==> config.mk <==
export PLATFORM = sky130hd
export DESIGN_NAME = pll_lock_monitor
export DESIGN_NICKNAME = d
export VERILOG_FILES = /design/src/rtl/pll_lock_monitor.sv
export SDC_FILE = /design/constraint.sdc
export NUM_CORES = 1
export LEC_CHECK = 0
export ABC_AREA = 1
export CORE_MARGIN = 4
export CORE_UTILIZATION = 30
export CTS_CLUSTER_SIZE = 28
export DETAILED_ROUTE_END_ITERATION = 8
export PLACE_DENSITY = 0.43
export SLEW_MARGIN = 20
export SYNTH_ARGS = -nofsm -noshare
export SYNTH_HDL_FRONTEND = slang
export SYNTH_SLANG_ARGS = --single-unit
==> constraint.sdc <==
create_clock -name clkin -period 4.3 [get_ports clkin]
set_input_delay 0.645 -clock clkin [delete_from_list [all_inputs] [get_ports clkin]]
set_output_delay 0.645 -clock clkin [all_outputs]
set_load 0.02 [all_outputs]
==> src/rtl/pll_lock_monitor.sv <==
// pll_lock_monitor
//   Measures the frequency of a divided PLL output (meas_tgl) against the
//   reference clock clkin and derives a "locked" flag from the measurement.
//   Rising edges of meas_tgl are counted over a gate of GATE_CYCLES clkin
//   cycles. Each completed window publishes its count and range flags.
//   locked asserts after LOCK_WINDOWS consecutive in-range windows and drops
//   on the first out-of-range window, on abort (enable low mid-window) or on
//   reset.
//
// Ports
//   clkin       : reference clock
//   reset       : synchronous, active-high
//   enable      : run measurements while high
//   meas_tgl    : asynchronous measured square wave, f < f(clkin)/4
//   locked      : frequency stable and in range
//   freq_count  : edge count of the last completed window
//   count_valid : one-cycle pulse when freq_count updates
//   too_slow    : last window count was below EXP_MIN
//   too_fast    : last window count was above EXP_MAX
module pll_lock_monitor #(
  parameter int GATE_CYCLES  = 24000,
  parameter int CNT_WIDTH    = 16,
  parameter int EXP_MIN      = 1560,
  parameter int EXP_MAX      = 1590,
  parameter int LOCK_WINDOWS = 4
) (
  input  logic                 clkin,
  input  logic                 reset,
  input  logic                 enable,
  input  logic                 meas_tgl,
  output logic                 locked,
  output logic [CNT_WIDTH-1:0] freq_count,
  output logic                 count_valid,
  output logic                 too_slow,
  output logic                 too_fast
);

  localparam int                   GATE_W    = $clog2(GATE_CYCLES + 1);
  localparam logic [GATE_W-1:0]    GATE_LAST = GATE_W'(GATE_CYCLES - 1);
  localparam logic [CNT_WIDTH-1:0] CNT_MAX   = {CNT_WIDTH{1'b1}};
  localparam logic [CNT_WIDTH-1:0] EXP_MIN_C = CNT_WIDTH'(EXP_MIN);
  localparam logic [CNT_WIDTH-1:0] EXP_MAX_C = CNT_WIDTH'(EXP_MAX);
  localparam logic [3:0]           LOCK_N    = 4'(LOCK_WINDOWS);

  typedef enum logic [1:0] {
    IDLE    = 2'd0,
    MEASURE = 2'd1,
    EVAL    = 2'd2
  } state_t;

  state_t                 state;
  state_t                 state_nxt;
  logic                   s1;
  logic                   s2;
  logic                   s3;
  logic                   rise;
  logic [GATE_W-1:0]      gate_cnt;
  logic [CNT_WIDTH-1:0]   edge_cnt;
  logic [3:0]             streak;
  logic [3:0]             streak_nxt;
  logic                   cnt_slow;
  logic                   cnt_fast;

  // Edge counter saturates instead of wrapping so an overspeed input can
  // never alias back into the valid range.
  function automatic logic [CNT_WIDTH-1:0] sat_inc(input logic [CNT_WIDTH-1:0] v);
    return (v == CNT_MAX) ? v : v + 1'b1;
  endfunction

  // Good-window streak stops climbing at LOCK_WINDOWS.
  function automatic logic [3:0] streak_inc(input logic [3:0] s);
    return (s >= LOCK_N) ? LOCK_N : s + 4'd1;
  endfunction

  assign rise = s2 & ~s3;

  always_comb begin
    state_nxt  = state;
    cnt_slow   = (edge_cnt < EXP_MIN_C);
    cnt_fast   = (edge_cnt > EXP_MAX_C);
    streak_nxt = streak_inc(streak);
    case (state)
      IDLE: begin
        if (enable) state_nxt = MEASURE;
      end
      MEASURE: begin
        if (!enable)                    state_nxt = IDLE;
        else if (gate_cnt == GATE_LAST) state_nxt = EVAL;
      end
      EVAL: begin
        state_nxt = enable ? MEASURE : IDLE;
      end
      default: state_nxt = IDLE;
    endcase
  end

  always_ff @(posedge clkin) begin
    if (reset) begin
      state       <= IDLE;
      s1          <= 1'b0;
      s2          <= 1'b0;
      s3          <= 1'b0;
      gate_cnt    <= '0;
      edge_cnt    <= '0;
      streak      <= 4'd0;
      locked      <= 1'b0;
      freq_count  <= '0;
      count_valid <= 1'b0;
      too_slow    <= 1'b0;
      too_fast    <= 1'b0;
    end else begin
      state       <= state_nxt;
      // 2-FF synchronizer (s1, s2) plus one history flop for edge detect
      s1          <= meas_tgl;
      s2          <= s1;
      s3          <= s2;
      count_valid <= 1'b0;
      case (state)
        IDLE: begin
          gate_cnt <= '0;
          edge_cnt <= '0;
        end
        MEASURE: begin
          if (!enable) begin
            // Abort: discard the partial window, published results stay.
            gate_cnt <= '0;
            edge_cnt <= '0;
            streak   <= 4'd0;
            locked   <= 1'b0;
          end else begin
            gate_cnt <= gate_cnt + 1'b1;
            if (rise) edge_cnt <= sat_inc(edge_cnt);
          end
        end
        EVAL: begin
          // Single dead cycle: a rise seen here is dropped on purpose.
          freq_count  <= edge_cnt;
          count_valid <= 1'b1;
          too_slow    <= cnt_slow;
          too_fast    <= cnt_fast;
          if (!cnt_slow && !cnt_fast) begin
            streak <= streak_nxt;
            if (streak_nxt == LOCK_N) locked <= 1'b1;
          end else begin
            streak <= 4'd0;
            locked <= 1'b0;
          end
          gate_cnt <= '0;
          edge_cnt <= '0;
        end
        default: begin
          gate_cnt <= '0;
          edge_cnt <= '0;
        end
      endcase
    end
  end

endmodule

==> flow_summary.yaml <==
status:
  outcome: "finished clean"
sta:
  finalSetupViolCount: 0
  fin_crit_ns: 2.49
  hold_violations: 0
  worst_pin_slew_ns: 0.838
  maxSlewHeadroom_pct: 44.1
  holdWs_ns: 0.415
  fmax_mhz: 401
  setup_slack_ns: 1.81
  rsz0062_at_grt: "no"
  maxSlewViolCount: 0
  period_share_pct: 58.0
  setup_tns_ns: 0
  worst_clock_skew_ns: 0.00982
floorplan:
  core_um2: 8760
  chipHeight_um: 103
  die-area_um2: 10600
  start_util_pct: 30.9
  io_pins: 24
  fp.dieW_um: 103
  rows: 34
cells_and_area:
  final_common_cell: "nand2_1"
  fin_util_pct: 37.0
  fin_cells: 526
  multi_input_area_um2: 1280
  fin_area_um2: 3240
  layout-drive-gt1-share_pct: 5.98
  final_cell_mix: "nand2_1, nor2_1, dfxtp_1, inv_1, a21oi_1"
  syn_to_final_growth_pct: 19.7
  antenna_cells: 0
  nFillCells: 946
  nets: 420
  regArea_um2: 1200
setup_path:
  crit_fanout: 19
  crit_top_cell: "inv_2"
  slowest_delay_ns: 0.53
  r2r_slack_ns: 2.35
  cp_cell_sequence: "clkdlybuf4s50_1 > inv_2 > nand2_1 > nor3_4 > inv_2 > a21oi_1 > o21a_1"
  crit_path_start_kind: "input pin"
  cp.arrival_ns: 2.79
  crit_type: "in -> reg"
  crit_path_end_kind: "flop"
  slowest_stage: "clkdlybuf4s50_1"
  cp_data_required_time_ns: 4.59
logic_synthesis:
  synth_simple_gate_area_share_pct: 30.0
  seq_area_frac_synth_pct: 44.4
  avgSynthCellArea_um2: 6.99
  syn_nets: 394
  syn-cell-area_um2: 2710
  muxShareOfSynthArea_pct: 0
  synth_cell_types: 30
  synthCells: 387
  synth-compound-area-share_pct: 14.2
  synth-xor-area-share_pct: 1.62
  synth_top_family_by_area: "simple AND/OR/NAND/NOR gates"
  synthAdderAreaFrac_pct: 1.39
  synth_seq_cells: 60
  ys_warn_count: 0
clock_network:
  root_buffer: "clkbuf_8"
  cts_tree: "yes"
  cts_resized: 0
  cts.sinks: 60
  htree_levels: 3
  clockBufferDepth: 2
  ctsHoldBuffers: 0
  cts_buffers: 9
  clk_latency_ns: 0.34
  path_clk_slew_ns: 0.07
  postCtsSetupBuffers: 0
run:
  drv_cap: 0
grt:
  grt_pass1_wl_um: 10700
  antenna_found_initial: 0
  grt_use_total_pct: 13.2
  overflow: 0
  grt_max_degree: 34
  grt_pass1_vias: 2216
detailed_routing:
  drtAntennaViolNets: 0
  drt-total-wl_um: 6580
  viasPerCell: 4.60
  wl_per_cell_um: 12.5
  first_pass_iters: 4
  num_vias: 2422
  drc: 0
  drt_iter0_drc: 87
placed_design:
  placed_cell_area_um2: 3020
  dp_cells: 510
  dp_slack_ns: 1.39
  place.gp.congestion: 0.803
  numPortBuffers: 23
  hpwl_um: 4670
hold_path:
  hold_path_class: "reg -> reg"
power_and_ir_drop:
  powerDensity_nw_per_um2: 356
  ir_drop_mv: 0.152
  power.leakage_nw: 1.15
  power_mw: 1.15
[where the power goes]
part | switching (mW) | total, mW | internal (mW)
clock | 0.231 | 0.573 | 0.342
combinational | 0.0152 | 0.0214 | 0.00620
sequential | 0.000899 | 0.558 | 0.557
[synth_stat cells (all sizes together)]
library cell / count / area share [%]
a21oi: 35 / 6.9
a31oi: 2 / 0.46
buf: 6 / 1.5
clkbuf: 2 / 0.28
dfxtp: 60 / 44
ha: 3 / 1.4
inv: 48 / 6.7
nand2: 83 / 12
nand3: 19 / 3.5
nand3b: 2 / 0.55
nand4: 9 / 2.1
nor2: 66 / 9.4
nor3: 12 / 2.6
o211ai: 1 / 0.28
o21a: 1 / 0.28
o21ai: 29 / 5.5
o21bai: 1 / 0.28
o22ai: 1 / 0.23
o31ai: 1 / 0.28
or2: 1 / 0.23
xnor2: 1 / 0.32
xor2: 4 / 1.3
[final cells by class]
| type | instances | share of cell area, % |
|---|---|---|
| Multi-Input combinational cell | 271 | 39.4 |
| Inverter | 48 | 5.56 |
| Tap cell | 108 | 4.17 |
| Clock buffer | 12 | 4.48 |
| Sequential cell | 60 | 37.1 |
| Clock inverter | 4 | 2.24 |
| Timing Repair Buffer | 23 | 7.10 |
[sequential cells by signal, summed over array words and instances (netlist names)]
name and cells:
count_valid 1, streak 4, gate_cnt 15, edge_cnt 16
freq_count 16, locked 1, too_slow 1, s2 1
s1 1, state 2, s3 1, too_fast 1
[critical path: cells and delay by family]
kind / cells / cell delay [ns]
simple gates: 2 / 0.68
compound gates: 2 / 0.32
buf+inv: 3 / 1.13
[cell families after synthesis]
logic type	after synthesis
AO/OA/AOI/OAI	71
XOR/XNOR	5
adder cells (fa/ha/maj)	3
buffers and inverters	56
flip-flops	60
AND/OR/NAND/NOR	192
[per-layer routing]
metal | vias to the layer above | global-route usage [%] | share of wire [%]
met2 | 31 | 19.2 | 42
met5 | - | 0 | 0
li1 | 1300 | - | -
met1 | 1082 | 18.4 | 53
met3 | 9 | 2.84 | 3.9
met4 | 0 | 6.27 | 1.7
[worst paths after layout]
check | to | cells after the start | from
hold / removal | s2 | 2 | s1
hold reg to reg | s2 | 2 | s1
setup / recovery | gate_cnt[3] | 7 | reset
setup reg to reg | edge_cnt[8] | 10 | edge_cnt[0]
No activity file was read; power rests on OpenSTA's default activity.
